**config.mk**
```make
export PLATFORM = sky130hd
export DESIGN_NAME = slave_port_initiator
export DESIGN_NICKNAME = d
export VERILOG_FILES = /design/src/rtl/slave_port_initiator.sv
export SDC_FILE = /design/constraint.sdc
export NUM_CORES = 1
export LEC_CHECK = 0
export CAP_MARGIN = 20
export CORE_AREA = 2 2 175 177
export DETAILED_ROUTE_END_ITERATION = 7
export DIE_AREA = 0 0 177 179
export MAX_ROUTING_LAYER = met4
export PLACE_DENSITY = 0.68
export SLEW_MARGIN = 40
export SYNTH_ARGS = -nofsm -noshare
export SYNTH_HDL_FRONTEND = slang
export SYNTH_SLANG_ARGS = --single-unit
```
**constraint.sdc**
```tcl
create_clock -name clock -period 4.51 [get_ports clock]
set_clock_uncertainty 0.2 [all_clocks]
set_input_delay 0.902 -clock clock [delete_from_list [all_inputs] [get_ports clock]]
set_output_delay 0.902 -clock clock [all_outputs]
set_load 0.005 [all_outputs]
```
**src/rtl/slave_port_initiator.sv**
```systemverilog
// slave_port_initiator: issues single read/write accesses on one lane (CH) of
// the packed multi-channel slave memory port of an accelerator top, and
// returns read data or a write acknowledge on a valid/ready response channel.
// One access is outstanding at a time: IDLE accepts, ISSUE drives the lane
// until Sout_DataRdy[CH], RESP holds the response until it is consumed.
// Optional feature macro: SLAVE_PORT_INITIATOR_TIMEOUT_EN adds an ISSUE
// watchdog that ends the access with rsp_err=1 after TIMEOUT_CYCLES cycles.
module slave_port_initiator #(
  parameter int ADDR_W         = 9,
  parameter int DATA_W         = 64,
  parameter int SIZE_W         = 7,
  parameter int CHANNELS       = 2,
  parameter int CH             = 0,
  parameter int TIMEOUT_CYCLES = 255
) (
  input  logic                         clock,
  input  logic                         reset,
  input  logic                         cmd_valid,
  output logic                         cmd_ready,
  input  logic                         cmd_we,
  input  logic [ADDR_W-1:0]            cmd_addr,
  input  logic [DATA_W-1:0]            cmd_wdata,
  input  logic [SIZE_W-1:0]            cmd_size,
  output logic                         rsp_valid,
  input  logic                         rsp_ready,
  output logic [DATA_W-1:0]            rsp_rdata,
  output logic                         rsp_err,
  output logic [CHANNELS-1:0]          S_oe_ram,
  output logic [CHANNELS-1:0]          S_we_ram,
  output logic [CHANNELS*ADDR_W-1:0]   S_addr_ram,
  output logic [CHANNELS*DATA_W-1:0]   S_Wdata_ram,
  output logic [CHANNELS*SIZE_W-1:0]   S_data_ram_size,
  input  logic [CHANNELS*DATA_W-1:0]   Sout_Rdata_ram,
  input  logic [CHANNELS-1:0]          Sout_DataRdy
);

  typedef enum logic [1:0] {IDLE, ISSUE, RESP} state_t;

  state_t state_q, state_d;

  // Registered outputs and their next values
  logic              cmd_ready_q, cmd_ready_d;
  logic              rsp_valid_q, rsp_valid_d;
  logic [DATA_W-1:0] rsp_rdata_q, rsp_rdata_d;
  logic              rsp_err_q,   rsp_err_d;
  logic              oe_q,        oe_d;
  logic              we_q,        we_d;
  logic [ADDR_W-1:0] addr_q,      addr_d;
  logic [DATA_W-1:0] wdata_q,     wdata_d;
  logic [SIZE_W-1:0] size_q,      size_d;

  logic              accept;
  logic              lane_rdy;
  logic [DATA_W-1:0] lane_rdata;
  logic              timeout_hit;

  // Bits of each access size that carry data; sizes at or above the lane
  // width keep the whole lane.
  function automatic logic [DATA_W-1:0] size_mask(input logic [SIZE_W-1:0] size);
    logic [DATA_W-1:0] one;
    one = DATA_W'(1);
    if (int'(size) >= DATA_W) return '1;
    return (one << size) - one;
  endfunction

  function automatic logic legal_size(input logic [SIZE_W-1:0] size);
    return (size == SIZE_W'(8))  || (size == SIZE_W'(16)) ||
           (size == SIZE_W'(32)) || (size == SIZE_W'(64));
  endfunction

  assign accept     = cmd_valid && cmd_ready_q;
  assign lane_rdy   = Sout_DataRdy[CH];
  assign lane_rdata = Sout_Rdata_ram[CH*DATA_W +: DATA_W];

  // Other lanes of the read bus belong to other initiators and are ignored.
  logic unused_lanes;
  assign unused_lanes = ^{Sout_Rdata_ram, Sout_DataRdy};

`ifdef SLAVE_PORT_INITIATOR_TIMEOUT_EN
  localparam int CNT_W = $clog2(TIMEOUT_CYCLES + 1);

  logic [CNT_W-1:0] cnt_q, cnt_d;

  // A DataRdy on the limit edge still wins, so the hit is gated by !lane_rdy.
  assign timeout_hit = (state_q == ISSUE) && !lane_rdy &&
                       (cnt_q == CNT_W'(TIMEOUT_CYCLES - 1));

  // Watchdog counter of ISSUE cycles
  always_ff @(posedge clock) begin
    if (reset) cnt_q <= '0;
    else       cnt_q <= cnt_d;
  end
`else
  localparam int unused_timeout = TIMEOUT_CYCLES;
  assign timeout_hit = 1'b0;
`endif

  // State register
  always_ff @(posedge clock) begin
    // NOTE: sequential state uses non-blocking assignments so every register
    // samples pre-edge values regardless of statement order.
    if (reset) state_q <= IDLE;
    else       state_q <= state_d;
  end

  // Next-state logic
  always_comb begin
    // NOTE: every always_comb output is given a default first, so no path
    // leaves it unassigned and no latch is inferred.
    state_d = state_q;
    case (state_q)
      IDLE:    if (accept) state_d = legal_size(cmd_size) ? ISSUE : RESP;
      ISSUE:   if (lane_rdy || timeout_hit) state_d = RESP;
      RESP:    if (rsp_ready) state_d = IDLE;
      default: state_d = IDLE;
    endcase
  end

  // Output logic: next values of the registered outputs
  always_comb begin
    cmd_ready_d = cmd_ready_q;
    rsp_valid_d = rsp_valid_q;
    rsp_rdata_d = rsp_rdata_q;
    rsp_err_d   = rsp_err_q;
    oe_d        = oe_q;
    we_d        = we_q;
    addr_d      = addr_q;
    wdata_d     = wdata_q;
    size_d      = size_q;
`ifdef SLAVE_PORT_INITIATOR_TIMEOUT_EN
    cnt_d       = cnt_q;
`endif
    case (state_q)
      IDLE: begin
        if (accept) begin
          cmd_ready_d = 1'b0;
          if (legal_size(cmd_size)) begin
            oe_d    = !cmd_we;
            we_d    = cmd_we;
            addr_d  = cmd_addr;
            wdata_d = cmd_wdata & size_mask(cmd_size);
            size_d  = cmd_size;
`ifdef SLAVE_PORT_INITIATOR_TIMEOUT_EN
            cnt_d   = '0;
`endif
          end else begin
            // Illegal size: answer with an error, never touch the bus.
            rsp_valid_d = 1'b1;
            rsp_err_d   = 1'b1;
            rsp_rdata_d = '0;
          end
        end
      end
      ISSUE: begin
        if (lane_rdy || timeout_hit) begin
          rsp_valid_d = 1'b1;
          rsp_err_d   = !lane_rdy;
          rsp_rdata_d = (lane_rdy && !we_q) ? (lane_rdata & size_mask(size_q)) : '0;
          oe_d        = 1'b0;
          we_d        = 1'b0;
          addr_d      = '0;
          wdata_d     = '0;
          size_d      = '0;
        end
`ifdef SLAVE_PORT_INITIATOR_TIMEOUT_EN
        else begin
          cnt_d = cnt_q + CNT_W'(1);
        end
`endif
      end
      RESP: begin
        if (rsp_ready) begin
          rsp_valid_d = 1'b0;
          cmd_ready_d = 1'b1;
        end
      end
      default: ;
    endcase
  end

  // Output registers; reset also aborts any in-flight bus access
  always_ff @(posedge clock) begin
    if (reset) begin
      cmd_ready_q <= 1'b1;
      rsp_valid_q <= 1'b0;
      rsp_rdata_q <= '0;
      rsp_err_q   <= 1'b0;
      oe_q        <= 1'b0;
      we_q        <= 1'b0;
      addr_q      <= '0;
      wdata_q     <= '0;
      size_q      <= '0;
    end else begin
      cmd_ready_q <= cmd_ready_d;
      rsp_valid_q <= rsp_valid_d;
      rsp_rdata_q <= rsp_rdata_d;
      rsp_err_q   <= rsp_err_d;
      oe_q        <= oe_d;
      we_q        <= we_d;
      addr_q      <= addr_d;
      wdata_q     <= wdata_d;
      size_q      <= size_d;
    end
  end

  assign cmd_ready = cmd_ready_q;
  assign rsp_valid = rsp_valid_q;
  assign rsp_rdata = rsp_rdata_q;
  assign rsp_err   = rsp_err_q;

  // Place the lane registers on lane CH of the packed bus; other lanes stay 0
  always_comb begin
    S_oe_ram                              = '0;
    S_we_ram                              = '0;
    S_addr_ram                            = '0;
    S_Wdata_ram                           = '0;
    S_data_ram_size                       = '0;
    S_oe_ram[CH]                          = oe_q;
    S_we_ram[CH]                          = we_q;
    S_addr_ram[CH*ADDR_W +: ADDR_W]       = addr_q;
    S_Wdata_ram[CH*DATA_W +: DATA_W]      = wdata_q;
    S_data_ram_size[CH*SIZE_W +: SIZE_W]  = size_q;
  end

endmodule

```
---- Word-level counts from Yosys, hierarchy flattened ----
Cells that the tools add are included.
cells by class
  reduce and logical (&&, ||, !) cells .... 17
  div/mod/pow operators ................... 0
  magnitude comparators ................... 2
  eq/ne operators ......................... 11
  shift operators ......................... 2
  multiply operators ...................... 0
  multiplexer cells ....................... 55
  bitwise operators ....................... 2
  add/sub/neg operators ................... 2
operators with widths
  operator                                              number
  two-way mux 64 bit                                    16
  case mux 64 bit (2 select lines)                      2
  AND 64 bit                                            2
  << shifter 1 x 7 -> 64 bit (first input constant)     2
  subtractor 64 x 1 -> 64 bit (second input constant)   2
  two-way mux 9 bit                                     3
  two-way mux 7 bit                                     3
  two-way mux 1 bit                                     19
  case mux 9 bit (2 select lines)                       1
  >= comparator 7 bit (second input constant)           2
  case mux 7 bit (2 select lines)                       1
  != test 2 bit (second input constant)                 5
  two-way mux 2 bit                                     4
  case mux 1 bit (2 select lines)                       4
  AND reduction 4 bit                                   2
  equality test 7 x 4 -> 1 bit (second input constant)  1
  equality test 7 x 5 -> 1 bit (second input constant)  1
  equality test 7 x 6 -> 1 bit (second input constant)  1
  equality test 7 bit (second input constant)           1
  case mux 2 bit (3 select lines)                       1
  AND reduction 3 bit                                   2
  AND reduction 5 bit                                   1
  nonzero test 2 bit                                    2
  zero test 1 bit                                       3
  other kinds (7)                                       10
storage, ports and cells
  output and inout bits ................... 231
  memories ................................ 0
  memory bits (read-only) ................. 0
  bits in registers ....................... 151
  latch bits .............................. 0
  input bits .............................. 215
  bits in writable memories ............... 0
  logic and storage cells ................. 101

---- Longest topological paths before layout ----
  word-level depth ........................ 15
  mapped depth ............................ 12
  depth with buffers taken out ............ 8

---- Worst setup path after synthesis ----
OpenSTA, ideal clock, no wires.
  path kind ............................... in2reg
  start point ............................. input cmd_size[4]
  end point ............................... register wdata_q[46]
  arrival time ............................ 3.160 ns
  stages .................................. 10
  data required time ...................... 4.193 ns
  library setup time ...................... 0.117 ns
  buffers on the path ..................... 4
  path slack .............................. 1.033 ns
  cells stage by stage .................... buf_2 clkbuf_1 nor3_1 buf_2 nand3_1 ha_1 clkbuf_1 o21ai_1 o311ai_0 a32o_1
on the way
  cells in the longest elaborated chain, start to end .. 13
  elaborated cells on any way between the ends .. 24
  those cells by class .................... add/sub (1); order compare (1); eq/ne (5); shift (1); mux (11); bitwise (1); reduce/logical (4)
RTL lines
  item                                                                                  RTL line  RTL
  start: declaration                                                                    23        input logic [SIZE_W-1:0] cmd_size,
  parallel branches: the longest is 13 deep, another holds subtractor 64 x 1 -> 64 bit  -
  end signal: assignment                                                                201       wdata_q <= wdata_d;
  end: declaration                                                                      49        logic [DATA_W-1:0] wdata_q, wdata_d;
Parallel ways; which one is timed is not known. The select of a mux whose other input is x is not followed.
A chain may end at the register's enable or synchronous reset.

---- Worst setup path in the final report ----
  start point ............................. input cmd_size[1]
  end point ............................... register wdata_q[62]
The elaborated chain is that of the path after synthesis.

==> flow_summary.yaml <==
outcome:
  run_status: "complete, no violations"
power_and_ir_drop:
  cellInternalPower_mw: 2.40
  peakVddDrop_uv: 206
  p_comb_share_pct: 12.0
  p_sw_share_pct: 25.0
  p_leak_nw: 4.25
  power.density_nw_per_um2: 265
  clock_power_share_pct: 45.8
  p_sw_mw: 0.800
  seq_power_share_pct: 42.1
logic_synthesis:
  yosysWarnings: 0
  synth_edf_count: 0
  yosysUniqueCellTypes: 81
  synth.top_cells.by_count: "151 x dfxtp_1, 100 x nand2_1, 86 x buf_4"
  synth_top_area_share_pct: 36.5
  synth_area_leaders: "dfxtp_1 37%, buf_4 7.8%, a32o_1 4.7%, nand2_1 4.5%, a21oi_1 4.3%"
  yosysMostFrequentCell: "dfxtp_1"
  ys_seq_elements: 151
  avgSynthCellArea_um2: 8.32
  syn-cell-area_um2: 8280
  ys.flop_type: "dfxtp_1"
  async_flop_share_pct: 0
  yosysTopAreaCell: "dfxtp_1"
  ys_seq_area_share_pct: 36.5
  syn_inst: 995
clock_network:
  cts_max_level: 4
  cts.repair.resized: 0
  cts_tree: "yes"
  cts_max_path_buffers: 2
  cts.sinks: 151
  cts-root-buf: "clkbuf_16"
  clk_pin_slew_ns: 0.06
  clk_latency_ns: 0.42
  cts_buffers: 17
  postCtsSetupBuffers: 0
  cts_hold_buf: 0
sta:
  period_share_pct: 75.7
  max_freq_ghz: 0.293
  rsz0062_at_grt: "false"
  max_slew_margin_pct: 49.5
  finalSetupViolCount: 0
  worst_pin_slew_ns: 0.752
  hold_viol_final: 0
  hold_ws_ns: 0.239
  min_period_ns: 3.41
  setup_ws_ns: 1.10
  tns_ns: 0
  drv_slew: 0
detailed_routing:
  vias_per_cell: 5.09
  postRouteAntennaNets: 0
  post-route-drc-count: 0
  first_pass_iters: 5
  vias: 8567
  routedWlPerCell_um: 19.6
  drt_iter0_markers: 606
  finalWirelength_um: 33000
die:
  coreArea_um2: 30000
  num_io_pins: 446
  rows: 64
  die_h_um: 179
  dieWidth_um: 177
  die_area_um2: 31700
  initial_core_util_pct: 27.6
hold_path:
  hold_class: "flop to flop"
flow_run:
  drv_cap: 0
placed_design:
  pre_cts_ws_ns: 0.673
  globalplace.congestion: 0.949
  place_hpwl_um: 24300
  place_area_um2: 11400
  io_buffers: 298
grt:
  grt_pass1_vias: 8127
  antenna_found_initial: 5
  grt.total_usage_pct: 20.5
  grt_pass1_wl_um: 48300
  overflow: 0
  grt_max_degree: 63
setup_path:
  end_kind: "flop"
  crit_type: "input port to flop"
  critical_path_buf_inv_count: 2
  start_kind: "input port"
  crit_chain: "clkdlybuf4s50_1 -> buf_4 -> or4_4 -> nor2_2 -> o211ai_1 -> a21oi_2 -> a22o_1"
  cp_max_fo: 20
  cp_data_arrival_time_ns: 3.57
  cp.required_ns: 4.67
  worst_path_max_delay_cell: "clkdlybuf4s50_1"
  crit_family: "compound AO/OA/AOI/OAI gates"
  cp_slowest_stage_delay_ns: 0.57
final_layout:
  fin_util_pct: 40.1
  stdcell_area_um2: 12100
  area_growth_pct: 45.6
  final_layout_size_suffix_gt1_share_pct: 8.59
  fill_cells: 3076
  fin_nets: 1484
[tightest hold or removal path, cell delays in order (launching register included)]
cell and delay [ns]:
dfxtp_1 0.31, nand2_1 0.05, nand2_1 0.04
[cell usage in the layout (no fill, tap or decap), types with 17 or more instances in the layout]
master	n
a21oi_1	71
a22o_1	34
a32o_1	39
buf_4	43
clkbuf_16	17
clkdlybuf4s50_1	297
conb_1	82
dfxtp_1	151
nand2_1	100
nand2b_1	17
nand3_1	51
nor2_1	35
nor3_1	23
o211ai_1	18
o21ai_0	50
o2bb2ai_1	18
[layout make-up]
class | instances | area (um2) | area share (%)
clock buffer | 22 | 474 | 3.93
inverter | 11 | 41.3 | 0.343
tap | 396 | 495 | 4.11
sequential | 151 | 3020 | 25.1
timing repair buffer | 342 | 3320 | 27.5
antenna | 6 | 15.0 | 0.125
multi-input combinational | 744 | 4570 | 37.9
clock inverter | 10 | 119 | 0.986
[per-layer routing]
layer  track usage, %  routed length (um)  vias up
li1                 -                   -     4059
met1             23.9               13300     4073
met2             34.0               16000      397
met3             6.28                2980       38
met4             6.16                 718        0
met5                -                   0        -
[metrics by stage]
stage                     power (mW)  instances
after floorplan                 1.59       1076
after global placement          1.76       1644
after detailed placement        1.76       1644
after CTS                       3.24       1676
after global routing            3.33       1681
final                           3.20       1682
[state kept, by name (all words and copies together) (netlist names)]
name       cells
we_q           1
rsp_valid      1
wdata_q       64
oe_q           1
rsp_err        1
addr_q         9
cmd_ready      1
rsp_rdata     64
size_q         7
state_q        2
[path summary, 6_finish.rpt]
check                               end  cells past startpoint                  startpoint  slack (ns)
min          rsp_rdata[26]$_SDFFE_PP0P_                      2  rsp_rdata[26]$_SDFFE_PP0P_        0.24
max reg2reg  rsp_rdata[20]$_SDFFE_PP0P_                      8      size_q[4]$_SDFFE_PP0P_        1.44
min reg2reg  rsp_rdata[26]$_SDFFE_PP0P_                      2  rsp_rdata[26]$_SDFFE_PP0P_        0.24
max            wdata_q[62]$_SDFFE_PP0P_                      7                 cmd_size[1]        1.10
[logic make-up after synthesis]
family	synth area share [%]
AO/OA/AOI/OAI	29.1
XOR/XNOR	1.27
adder cells (fa/ha/maj)	0.302
buffers and inverters	12.6
flip-flops	36.5
multiplexers	0.861
other	0.0453
AND/OR/NAND/NOR	19.4
[power by group through the flow]
| stage | Sequential [mW] | Clock [mW] | Combinational (mW) |
|---|---|---|---|
| floorplan | 1.38 | 0 | 0.212 |
| global placement | 1.38 | 0 | 0.381 |
| detailed placement | 1.38 | 0 | 0.381 |
| CTS | 1.35 | 1.52 | 0.384 |
| global route | 1.35 | 1.57 | 0.416 |
| finish | 1.35 | 1.46 | 0.384 |
Power figures use the tool's default switching activity.
==> patch 1, RTL diff (same flow settings) <==
`wdata_q` no longer has a reset.
--- a/src/rtl/slave_port_initiator.sv
+++ b/src/rtl/slave_port_initiator.sv
@@ -188,7 +188,6 @@
       oe_q        <= 1'b0;
       we_q        <= 1'b0;
       addr_q      <= '0;
-      wdata_q     <= '0;
       size_q      <= '0;
     end else begin
       cmd_ready_q <= cmd_ready_d;
@@ -198,9 +197,12 @@
       oe_q        <= oe_d;
       we_q        <= we_d;
       addr_q      <= addr_d;
-      wdata_q     <= wdata_d;
       size_q      <= size_d;
     end
+  end
+
+  always_ff @(posedge clock) begin
+    wdata_q <= wdata_d;
   end
 
   assign cmd_ready = cmd_ready_q;
Formal check against the unedited RTL: differs if reset is asserted again (counterexample within 4 cycles, from zero or initial values and one cycle with reset high); with reset held inactive, the same outputs for 4 cycles.
==> patch 1 against the original RTL <==
Sequential power up 7%; final area up 7.3%; register-to-register slack got worse by 0.04 ns; total power up 7.3%; setup slack lost 0.20 ns; area after synthesis rose by 9.6%; sequential cell count stayed put; routed wire length increased by 12%; cell count rose by 3.1%; critical path type unchanged.
==> patch 1: results (changes against the original RTL) <==
reg-to-reg startpoint size_q[1]; Worst Path Max Fanout 39 (+95%); number of global-route vias before repair 8993 (+11%); met2 Use GR 0.384 (+0.0435); largest net degree at the start of global routing 65 (+3.2%); multiplexer share of the synthesized area 0.00689 (-0.00172); arrival time of the worst setup path 3.78 ns (+0.21 ns); grt met3 use 0.0435 (-0.0193); Logic pwr share 0.142 (+0.022); #MultiIn Comb 783 (+5.2%); Slew headroom 0.455 (-0.0395); initial drt markers 1021 (+68%); Synth top cells by count 112 x nand2_1, 87 x dfxtp_1, 85 x buf_4; maximum VDD drop 0.000206 V (about the same); main area contributors after synthesis edfxtp_1 21%, dfxtp_1 19%, buf_4 7.0%; status complete, no violations; antenna cells 0 (-6); Root Driver clkbuf_16; WL final 36.9 mm (+12%); Data buffer area share 0.269 (-0.00691); share of layout cells above drive strength 1 0.0882 (+0.00225); FF-to-FF setup slack 1.40 ns (-0.04 ns); register area share after synthesis 0.404 (+0.0386); Reg area 0.00366 mm^2 (+21%); leakage 0.00469 uW (+10%); WHS Path Cells 1 (-1); Final nets 1542 (+3.9%); fraction of area in multi-input gates 0.359 (-0.0196); met2 WL 17.8 mm (+12%); H-Tree Level Count 4 (unchanged); number of flops mapped to enable cells by yosys 64 (+64); CP startpoint cmd_size[5]; hpwl dp 27.7 mm (+14%); total vias in the final route 9382 (+9.5%); buffers outside the clock class 359 (+5.0%); Sw Pwr 888 uW (+11%); Compound-Gate Fraction of Synth Area 0.264 (-0.0266); ys flop type dfxtp_1; grt met1 use 0.278 (+0.0393); Post-Synth Adder-Cell Area 0.00276 (-0.000265); Met1 Wirelength 15.2 mm (+14%); FILL cells 2954 (-4.0%); first-pass GRT wire length 54.1 mm (+12%); initial antenna violation count 0 (-5); CP top delay family buffers and inverters; Yosys cell types 72 (-11%); crit path to rsp_rdata[39]; fraction of synthesized cell area in xor and xnor cells 0.00772 (-0.00497); hold wc startpoint rsp_rdata[56]; drt pass-1 iters 6 (+1); clock buffers 21 (-4.5%); FF-to-FF End rsp_rdata[60]; FF-to-FF path depth 9 (+1); ClkCell Share 0.0469 (-0.00228); global-route usage over all layers 0.232 (+0.0264); Routability Congestion 0.960 (+1.1%)
-- patch 1: cell types whose count changed in the layout (fill, tap and decap cells not counted), moves of 12 or more --
| cell | before | now |
|---|---|---|
| nand2_1 | 100 | 112 |
| nor3_1 | 23 | 37 |
| nor2_1 | 35 | 69 |
| dfxtp_1 | 151 | 87 |
| nand3_1 | 51 | 20 |
| a22o_1 | 34 | 7 |
| edfxtp_1 | 0 | 64 |
| a211oi_1 | 5 | 22 |
| buf_4 | 43 | 58 |
-- patch 1: per-stage QoR --
step | instances | setup slack (ns) | hold slack (ns) | power [uW] | area (um^2)
floorplan | 1127 | 0.514 | 0.248 | 1750 | 9380
global placement | 1702 | 0.516 | 0.232 | 1950 | 12300
detailed placement | 1702 | 0.487 | 0.238 | 1950 | 12300
CTS | 1734 | 0.919 | 0.254 | 3450 | 12900
global route | 1734 | 0.705 | 0.275 | 3540 | 12900
finish | 1734 | 0.902 | 0.252 | 3430 | 12900
==> patch 2, RTL diff (config.mk and constraints unchanged) <==
Made on the original files. Build with the macro `SLAVE_PORT_INITIATOR_TIMEOUT_EN` defined.
--- a/src/rtl/slave_port_initiator.sv
+++ b/src/rtl/slave_port_initiator.sv
@@ -5,6 +5,8 @@
 // until Sout_DataRdy[CH], RESP holds the response until it is consumed.
 // Optional feature macro: SLAVE_PORT_INITIATOR_TIMEOUT_EN adds an ISSUE
 // watchdog that ends the access with rsp_err=1 after TIMEOUT_CYCLES cycles.
+`define SLAVE_PORT_INITIATOR_TIMEOUT_EN
+
 module slave_port_initiator #(
   parameter int ADDR_W         = 9,
   parameter int DATA_W         = 64,
Formal check against the unedited RTL: no difference found for any inputs over 4 cycles, from zero or initial values and one cycle with reset high; that may be too few to reach the edited logic, so the function may still have changed.
==> patch 2 against the original RTL <==
The run now ends with design-rule violations left; maximum frequency shrank 8.4%; setup slack lost 0.31 ns; count of clock-buffer cells in the layout is 5 lower; critical path type unchanged; final area rose by 7.6%; clock power hardly changed; total power is 2.9% higher; cell count increased by 9.4%; area after synthesis is 11% higher; die area did not move; largest cell class unchanged; routed wire length is 13% higher; sequential cell count up 8.
==> patch 2: results (changes against the original RTL) <==
H-Tree Level Count 4 (unchanged); global-route usage over all layers 0.236 (+0.0304); hold wc startpoint wdata_q[34]; worst slew pin tran 0.841 ns (+0.0886 ns); drt pass-1 iters 8 (+3); met3 WL 3.14 mm (+5.2%); final setup fails 0 (unchanged); initial antenna violation count 3 (-2); number of global-route vias before repair 9246 (+14%); met2 WL 17.8 mm (+11%); max layer used met4; post-CTS setup repair buffer count 0 (unchanged); crit-path max cell delay 0.51 ns (-0.06 ns); Crit-path slowest cell clkdlybuf4s50_1; ys flop type dfxtp_1; Routability Congestion 0.937 (-1.3%); arrival time of the worst setup path 3.83 ns (+0.26 ns); maximum VDD drop 0.000216 V (+4.8%); later-pin clock latency in the skew report 0.43 ns; fraction of registers with async set/reset 0 (unchanged); initial drt markers 738 (+22%); first-pass GRT wire length 55.5 mm (+15%); Synth top cells by count 159 x dfxtp_1, 138 x nand2_1, 92 x o21ai_0; total vias in the final route 9778 (+14%); CTS clk-pin slew, worst paths about 0.070 ns; drt drc 16 (+16); largest net degree at the start of global routing 50 (-21%); Inserted Clock Buffers 17 (unchanged); wire per inst 20.3 um (+3.7%); Root Driver clkbuf_16; Final nets 1647 (+11%); Clock Tree Buf Depth 2 (unchanged); reg-to-reg startpoint size_q[3]; Yosys warning count 0 (unchanged); failing checks design-rule violations; Yosys cell types 78 (-3.7%); Resized cells post-CTS 0 (unchanged); Met1 Wirelength 15.4 mm (+16%); share of layout cells above drive strength 1 0.0770 (-0.00891); main area contributors after synthesis dfxtp_1 35%, buf_4 6.9%, nand2_1 5.6%; CP startpoint cmd_size[6]; register area share after synthesis 0.347 (-0.0178); IO Port Bufs 298 (unchanged); Worst Path Max Fanout 43 (+110%); hpwl dp 28.1 mm (+16%); CP top delay family buffers and inverters; status complete, but fails checks; Hold WC Path Type reg2reg; Sw Pwr 900 uW (+13%); leakage 0.00476 uW (+12%)
## patch 2: logic make-up after synthesis
family / share of synthesized area
flops: 0.347
other cells: 0.000409
xor+xnor: 0.0210
mux: 0.0124
fa+ha+maj: 0.00546
buf+inv: 0.120
compound gates: 0.267
simple gates: 0.226
## patch 2: final cells by class
cell class	instances	area, um^2
inverters	20	75.1
multi-input cells	883	5240
clock inverters	15	156
fillers	3078	17100
clock buffers	17	425
flip-flops and latches	159	3180
diodes	3	7.51
repair buffers	347	3390
well taps	396	495
## patch 2: path summary, 6_finish.rpt
| kind | to | slack (ns) | cells after the start |
|---|---|---|---|
| min | wdata_q[34] | 0.24 | 2 |
| max reg2reg | rsp_rdata[4] | 1.22 | 8 |
| max | wdata_q[42] | 0.79 | 9 |
| min reg2reg | wdata_q[34] | 0.24 | 2 |
## patch 2: power by group through the flow
stage / logic, uW / clock network [uW] / registers, uW
detailed placement: 401 / 0 / 1450
global placement: 401 / 0 / 1450
floorplan: 217 / 0 / 1450
CTS: 403 / 1500 / 1420
global route: 438 / 1560 / 1420
finish: 406 / 1460 / 1420
## patch 2: layer usage
layer	GRT usage	vias up
met2	0.382	455
met5	-	-
met4	0.0885	0
met3	0.0600	61
li1	-	4610
met1	0.281	4652
## patch 2: stage by stage
| step | instances | setup WS [ns] | area (um^2) |
|---|---|---|---|
| final | 1840 | 0.786 | 13000 |
| after global routing | 1840 | 0.689 | 13000 |
| after CTS | 1837 | 0.851 | 13000 |
| after detailed placement | 1805 | 0.375 | 12400 |
| after global placement | 1805 | 0.384 | 12400 |
| after floorplan | 1246 | 0.903 | 9470 |
